--- src/rtl/ipm_sync_fifo_wl.sv ---
// rtl/ipm_sync_fifo_wl.sv - single-clock distributed-RAM FIFO, standard/FWFT read, over/underflow pulses
// Optional water_level output enabled by `define IPM_SYNC_FIFO_WATER_LEVEL_EN.
module ipm_sync_fifo_wl #(
  parameter int ADDR_WIDTH       = 9,
  parameter int DATA_WIDTH       = 8,
  parameter int FWFT             = 0,
  parameter int ALMOST_FULL_NUM  = 380,
  parameter int ALMOST_EMPTY_NUM = 4
) (
  input  logic                  clk,
  input  logic                  rst,
  input  logic [DATA_WIDTH-1:0] wr_data,
  input  logic                  wr_en,
  output logic                  full,
  output logic                  almost_full,
  input  logic                  rd_en,
  output logic [DATA_WIDTH-1:0] rd_data,
  output logic                  empty,
  output logic                  almost_empty,
  output logic                  overflow,
  output logic                  underflow
`ifdef IPM_SYNC_FIFO_WATER_LEVEL_EN
  ,
  output logic [ADDR_WIDTH:0]   water_level
`endif
);

  localparam int DEPTH = 2 ** ADDR_WIDTH;
  localparam logic [ADDR_WIDTH:0] DEPTH_C = (ADDR_WIDTH + 1)'(DEPTH);
  localparam logic [ADDR_WIDTH:0] AF_C    = (ADDR_WIDTH + 1)'(ALMOST_FULL_NUM);
  localparam logic [ADDR_WIDTH:0] AE_C    = (ADDR_WIDTH + 1)'(ALMOST_EMPTY_NUM);

  logic [DATA_WIDTH-1:0] mem [DEPTH];
  logic [ADDR_WIDTH-1:0] wr_ptr;
  logic [ADDR_WIDTH-1:0] rd_ptr;
  logic [ADDR_WIDTH:0]   count;
  logic [ADDR_WIDTH:0]   count_next;
  logic                  wr_ok;
  logic                  rd_ok;

  // Acceptance looks only at registered flags, so requests never reach the flags combinationally.
  assign wr_ok      = wr_en && !full;
  assign rd_ok      = rd_en && !empty;
  assign count_next = count + (ADDR_WIDTH + 1)'(wr_ok) - (ADDR_WIDTH + 1)'(rd_ok);

  always_ff @(posedge clk) begin
    if (wr_ok) begin
      mem[wr_ptr] <= wr_data;
    end
  end

  always_ff @(posedge clk or posedge rst) begin
    if (rst) begin
      wr_ptr       <= '0;
      rd_ptr       <= '0;
      count        <= '0;
      full         <= 1'b0;
      almost_full  <= 1'b0;
      empty        <= 1'b1;
      almost_empty <= 1'b1;
      overflow     <= 1'b0;
      underflow    <= 1'b0;
    end else begin
      if (wr_ok) wr_ptr <= wr_ptr + 1'b1;
      if (rd_ok) rd_ptr <= rd_ptr + 1'b1;
      count        <= count_next;
      full         <= (count_next == DEPTH_C);
      almost_full  <= (count_next >= AF_C);
      empty        <= (count_next == '0);
      almost_empty <= (count_next <= AE_C);
      overflow     <= wr_en && full;
      underflow    <= rd_en && empty;
    end
  end

  generate
    if (FWFT != 0) begin : g_fwft
      // Head word is shown directly; forced to zero while empty so reset reads back 0.
      assign rd_data = empty ? '0 : mem[rd_ptr];
    end else begin : g_std
      logic [DATA_WIDTH-1:0] rd_data_q;
      always_ff @(posedge clk or posedge rst) begin
        if (rst) begin
          rd_data_q <= '0;
        end else if (rd_ok) begin
          rd_data_q <= mem[rd_ptr];
        end
      end
      assign rd_data = rd_data_q;
    end
  endgenerate

`ifdef IPM_SYNC_FIFO_WATER_LEVEL_EN
  assign water_level = count;
`endif

endmodule
--- config.mk ---
export PLATFORM = sky130hd
export DESIGN_NAME = ipm_sync_fifo_wl
export DESIGN_NICKNAME = d
export VERILOG_FILES = /design/src/rtl/ipm_sync_fifo_wl.sv
export SDC_FILE = /design/constraint.sdc
export NUM_CORES = 2
export LEC_CHECK = 0
export BUFFER_PORTS_ARGS = -buffer_cell sky130_fd_sc_hd__clkbuf_2
export CAP_MARGIN = 10
export CORE_AREA = 2 2 403 805
export DETAILED_ROUTE_END_ITERATION = 16
export DIE_AREA = 0 0 405 807
export PLACE_DENSITY = 0.67
export SKIP_LAST_GASP = 1
export SYNTH_ARGS = -nofsm -noshare
export SYNTH_HDL_FRONTEND = slang
export SYNTH_SLANG_ARGS = --single-unit
--- constraint.sdc ---
create_clock -name clk -period 8 [get_ports clk]
set_input_delay 1.6 -clock clk [delete_from_list [all_inputs] [get_ports clk]]
set_output_delay 1.6 -clock clk [all_outputs]
set_load 0.005 [all_outputs]
== Yosys cells after proc, flatten, opt, wreduce, memory -nomap -nowiden ==
Memories as Yosys holds them, arrays and structs flattened. A register that Yosys moved wholly into a read port is not among the register bits.
Index checks and enable logic that the tools add are counted.

* Flip-flop bits (word level): 34
* Memory bits (writable): 4,096
* Bits of input ports: 12
* Word-level logic and storage cells: 26
* Memories kept: 1

{| class="wikitable"
|+ Memory list
! name !! words !! bits a word !! rd ports !! clocked after Yosys merged registers in !! write ports !! line !! source
|-
| mem || 512 || 8 || 1 || 1 || 1 || 33 || <nowiki>logic [DATA_WIDTH-1:0] mem [DEPTH];</nowiki>
|}

* $add $sub $neg: 4
* $lt $le $gt $ge: 2
* Equal/unequal tests: 1
* Multiplexer cells: 2
* Reduce and logical (&&, ||, !) cells: 7

{| class="wikitable"
|+ Operators by type and width
! operator !! number
|-
| 9-bit by 1-bit adder with 9-bit output, second input constant || 2
|-
| 10-bit by 1-bit adder with 10-bit output || 1
|-
| 10-bit equality test, second input constant || 1
|-
| 10-bit by 9-bit >= comparator with 1-bit output, second input constant || 1
|-
| 10-bit by 3-bit less-or-equal comparator with 1-bit output, second input constant || 1
|-
| 10-bit logical NOT || 1
|-
| 10-bit by 1-bit subtractor with 10-bit output || 1
|-
| 1-bit logical AND || 4
|-
| 1-bit logical NOT || 2
|-
| 1-bit two-way mux || 2
|}

== Depth between registers and ports, before layout ==
* Word-level depth: 5
* Gate-level depth with buffers: 16
* Depth with buffers taken out: 14

== Worst setup path before layout ==
No wires, ideal clock.

* Path type: input -> register
* From: input port rd_en
* To: register full
* Setup time: 73 ps
* Data arrival time: 4,645 ps
* Setup slack: 3,281 ps
* Stages on the path: 16
* Path buffers: 2
* Cells stage by stage: nand2b_1 -> clkbuf_1 -> clkinv_1 -> clkbuf_1 -> ha_1 -> inv_1 -> ha_1 -> fa_1 -> a21o_1 -> a21oi_1 -> o21bai_1 -> a21oi_1 -> xnor2_1 -> nor4_1 -> nand4_1 -> nor2b_1

* Cells in the longest elaborated chain, start to end: 3

{| class="wikitable"
|+ Ends and longest elaborated chain
! what !! line !! source
|-
| start, declared || 16 || <nowiki>input logic rd_en,</nowiki>
|-
| 1-bit logical AND || 43 || <nowiki>assign rd_ok = rd_en && !empty;</nowiki>
|-
| named net rd_ok || 39 || <nowiki>logic rd_ok;</nowiki>
|-
| 10-bit by 1-bit subtractor with 10-bit output || 44 || <nowiki>assign count_next = count + (ADDR_WIDTH + 1)'(wr_ok) - (ADDR_WIDTH + 1)'(rd_ok);</nowiki>
|-
| named net count_next[6] || 37 || <nowiki>logic [ADDR_WIDTH:0] count_next;</nowiki>
|-
| 10-bit equality test || 67 || <nowiki>full <= (count_next == DEPTH_C);</nowiki>
|-
| end signal, assigned || 67 ||
|-
| end, declared || 14 || <nowiki>output logic full,</nowiki>
|}

The timed path passes the listed nets, and every way through them passes these cells.
A chain may end at the register's enable or synchronous reset.

==> reports/metrics.yaml <==
ys_ff_latch: 4138
cts.hold.buffers_added: 0
status: "finished with violations"
dr_wl_met2_microns: 225000
vias: 77200
synth_area_leaders: "edfxtp_1 77%, mux4_2 14%, mux2i_1 1.4%"
wirelength_microns: 435000
synth-edff-count: 4096
p_int_w: 0.0395
p_switching_w: 0.0187
dieArea_sq_mm: 0.327
antenna_found_initial: 17
syn_area_sq_mm: 0.160
drc: 0
highest_layer: "met5"
crit_type: "reg2reg"
grt_pass1_vias: 79400
switching_share_pct: 32.1
cts.htree.levels: 5
async_flop_share_pct: 1.01
most-common-layout-cells: "4,096 x edfxtp_1, 1,002 x mux4_2, 550 x nor2_1"
hold_viol_final: 0
ys_types: 66
fmax_mhz: 178
ir_worst_vdd_mv: 0.273
rr_startpoint: "rd_ptr[0]$_DFFE_PP0P_"
yosysWarnings: 0
rows: 294
synthSimpleGateAreaFrac_pct: 2.09
synth-adder-area-share_pct: 0.130
crit_start: "rd_ptr[0]$_DFFE_PP0P_"
drive_gt1_share_pct: 22.8
route.antenna.remaining_nets: 0
maxCapViolations: 1
start_util_pct: 49.9
root_buffer: "clkbuf_16"
synth_compound_area_share_pct: 2.75
power_w: 0.0582
die_w_microns: 405
end_kind: "flip-flop"
p_clk_share_pct: 28.1
synth.avg_cell_area_sq_um: 21.8
slew_headroom_pct: -7.53
grt_start_max_net_pins: 201
muxShareOfSynthArea_pct: 15.8
worstMarginPinSlew_ns: 1.60
fp.dieH_microns: 807
leakage_nw: 53.4
synth_top_area_share_pct: 76.9
cts_buffers: 331
synth_xor_area_share_pct: 0.131
place_congestion: 0.891
dr.pass1.iters: 6
dr.first_iter.drc_count: 9473
routedWlPerCell_microns: 36.4
fill_cells: 23500
path_max_fanout: 49
synthesis.instances: 7329
power-per-cell-area_mw_per_mm2: 331
coreArea_sq_mm: 0.320
io_buffer_count: 25
io_pins: 26
finClkSkew_ns: 0.0543
slew_viol_final: 2
clock_latency_ns: 0.92
multi_input_area_sq_mm: 0.0336
post-route-min-period_ns: 5.62
start_kind: "flip-flop"
grt_overflow: 0
setup_tns_ns: 0
whs_path_depth: 1
cp-endpoint: "rd_data[0]$_DFFE_PP0P_"
synth_fp_nets: 7357
fin_cells: 12000
power_frac_seq_pct: 41.9
seq_area_frac_synth_pct: 77.6
area_growth_pct: 9.85
arrival_ns: 6.35
seqCellArea_sq_mm: 0.124
cts.clk_slew.worst_paths_ns: 0.07
synth_top_family_by_area: "multiplexers"
clockBufferDepth: 4
layout_commonest_cell: "edfxtp_1"
violations: "capacitance limit, slew limit"
setup_violations: 0
fin_crit_sh_pct: 70.3
via_per_inst: 6.45
yosysTopAreaCell: "edfxtp_1"
r2r_cells: 10
final_nets: 7437
rsz0062_at_grt: "no"
grt_usage_pct: 26.7
synthFlopType: "edfxtp_1"
cts_setup_buffers: 0
wl_met3_microns: 32000
regToRegSetupSlack_ns: 2.38
timing.rr.end: "rd_data[0]$_DFFE_PP0P_"
cts_resized: 0
clkSinkCount: 4138
combPwrFrac_pct: 30.0
dp_hpwl_microns: 271000
crit_required_ns: 8.73
met1_length_microns: 140000
cts_tree: "yes"
grt_pass1_wl_microns: 609000
hold_path.class: "reg2reg"
dp_cells: 11400
==> cells by family after synthesis <==
family,count (synthesis)
xor+xnor,24
fa+ha+maj,16
simple gates,797
mux,1265
compound gates,607
buf+inv,482
flops,4138
==> worst min path at each step <==
stage / from / end
floorplan: rd_data[3]$_DFFE_PP0P_ / rd_data[3]$_DFFE_PP0P_
global placement: wr_ptr[5]$_DFFE_PP0P_ / wr_ptr[5]$_DFFE_PP0P_
detailed placement: wr_ptr[5]$_DFFE_PP0P_ / wr_ptr[5]$_DFFE_PP0P_
CTS: wr_ptr[5]$_DFFE_PP0P_ / wr_ptr[5]$_DFFE_PP0P_
global route: wr_ptr[5]$_DFFE_PP0P_ / wr_ptr[5]$_DFFE_PP0P_
finish: wr_ptr[5]$_DFFE_PP0P_ / wr_ptr[5]$_DFFE_PP0P_
==> power by group through the flow <==
stage	Sequential, W	Clock (W)	Combinational (W)
after floorplan	0.0245	0	0.0108
after global placement	0.0248	0	0.0173
after detailed placement	0.0248	0	0.0174
after CTS	0.0244	0.0165	0.0174
after global routing	0.0244	0.0172	0.0178
final	0.0244	0.0163	0.0175
==> final cells by class <==
cell class                      instances  area share, %
Antenna cell                           15         0.0214
Inverter                               21         0.0463
Timing Repair Buffer                  208           1.14
Sequential cell                      4138           70.6
Multi-Input combinational cell       2709           19.1
Clock buffer                          410           5.03
Clock inverter                        178          0.925
Tap cell                             4292           3.06
==> routing by layer <==
| metal | track usage [%] | up-vias |
|---|---|---|
| met5 | 0 | - |
| met3 | 4.05 | 1080 |
| met1 | 29.8 | 41200 |
| met2 | 46.3 | 4043 |
| met4 | 19.7 | 6 |
| li1 | - | 30900 |
==> critical path, stage by stage, from the launching register on <==
cell and delay (ns):
dfrtp_4 1.03, buf_12 0.43, buf_4 0.40, mux4_2 0.54, mux2i_1 0.17, o21ai_0 0.40
nor3_1 0.46, a2111oi_1 0.17, buf_4 0.22, nor4_1 1.26, nor3_1 0.17
==> cell usage after synthesis, drive strengths merged (6+ instances only) <==
master,count
a2111oi,7
o21ai,19
mux2,33
nor2,553
o22ai,69
a22o,51
mux4,1002
a31oi,9
a21oi,119
edfxtp,4096
o221ai,69
or2,7
nand2b,14
a221oi,52
buf,258
nand2,89
and2,6
nor4,15
nand4,11
o211ai,9
a211o,7
ha,15
nor2b,22
clkbuf,203
mux2i,230
nor3,23
a221o,6
dfrtp,40
xnor2,19
inv,20
nand3,35
a22oi,130
a211oi,32
==> registers in the layout (all words and copies together) (netlist names) <==
register and cells:
mem 4096, count 10, rd_ptr 9, wr_ptr 9, rd_data 8, almost_empty 1, almost_full 1, empty 1
full 1, overflow 1, underflow 1
==> stage by stage <==
stage	setup slack, ns	utilization [%]	hold slack, ns	cell area, sq um
4_1_cts	2.78	54.8	0.532	176000
6_report	2.38	54.8	0.538	176000
3_3_place_gp	2.39	51.5	0.518	165000
3_5_place_dp	2.50	51.5	0.519	165000
5_1_grt	2.58	54.8	0.561	176000
2_1_floorplan	3.28	-	0.473	160000
(Power assumes the default switching activity.)
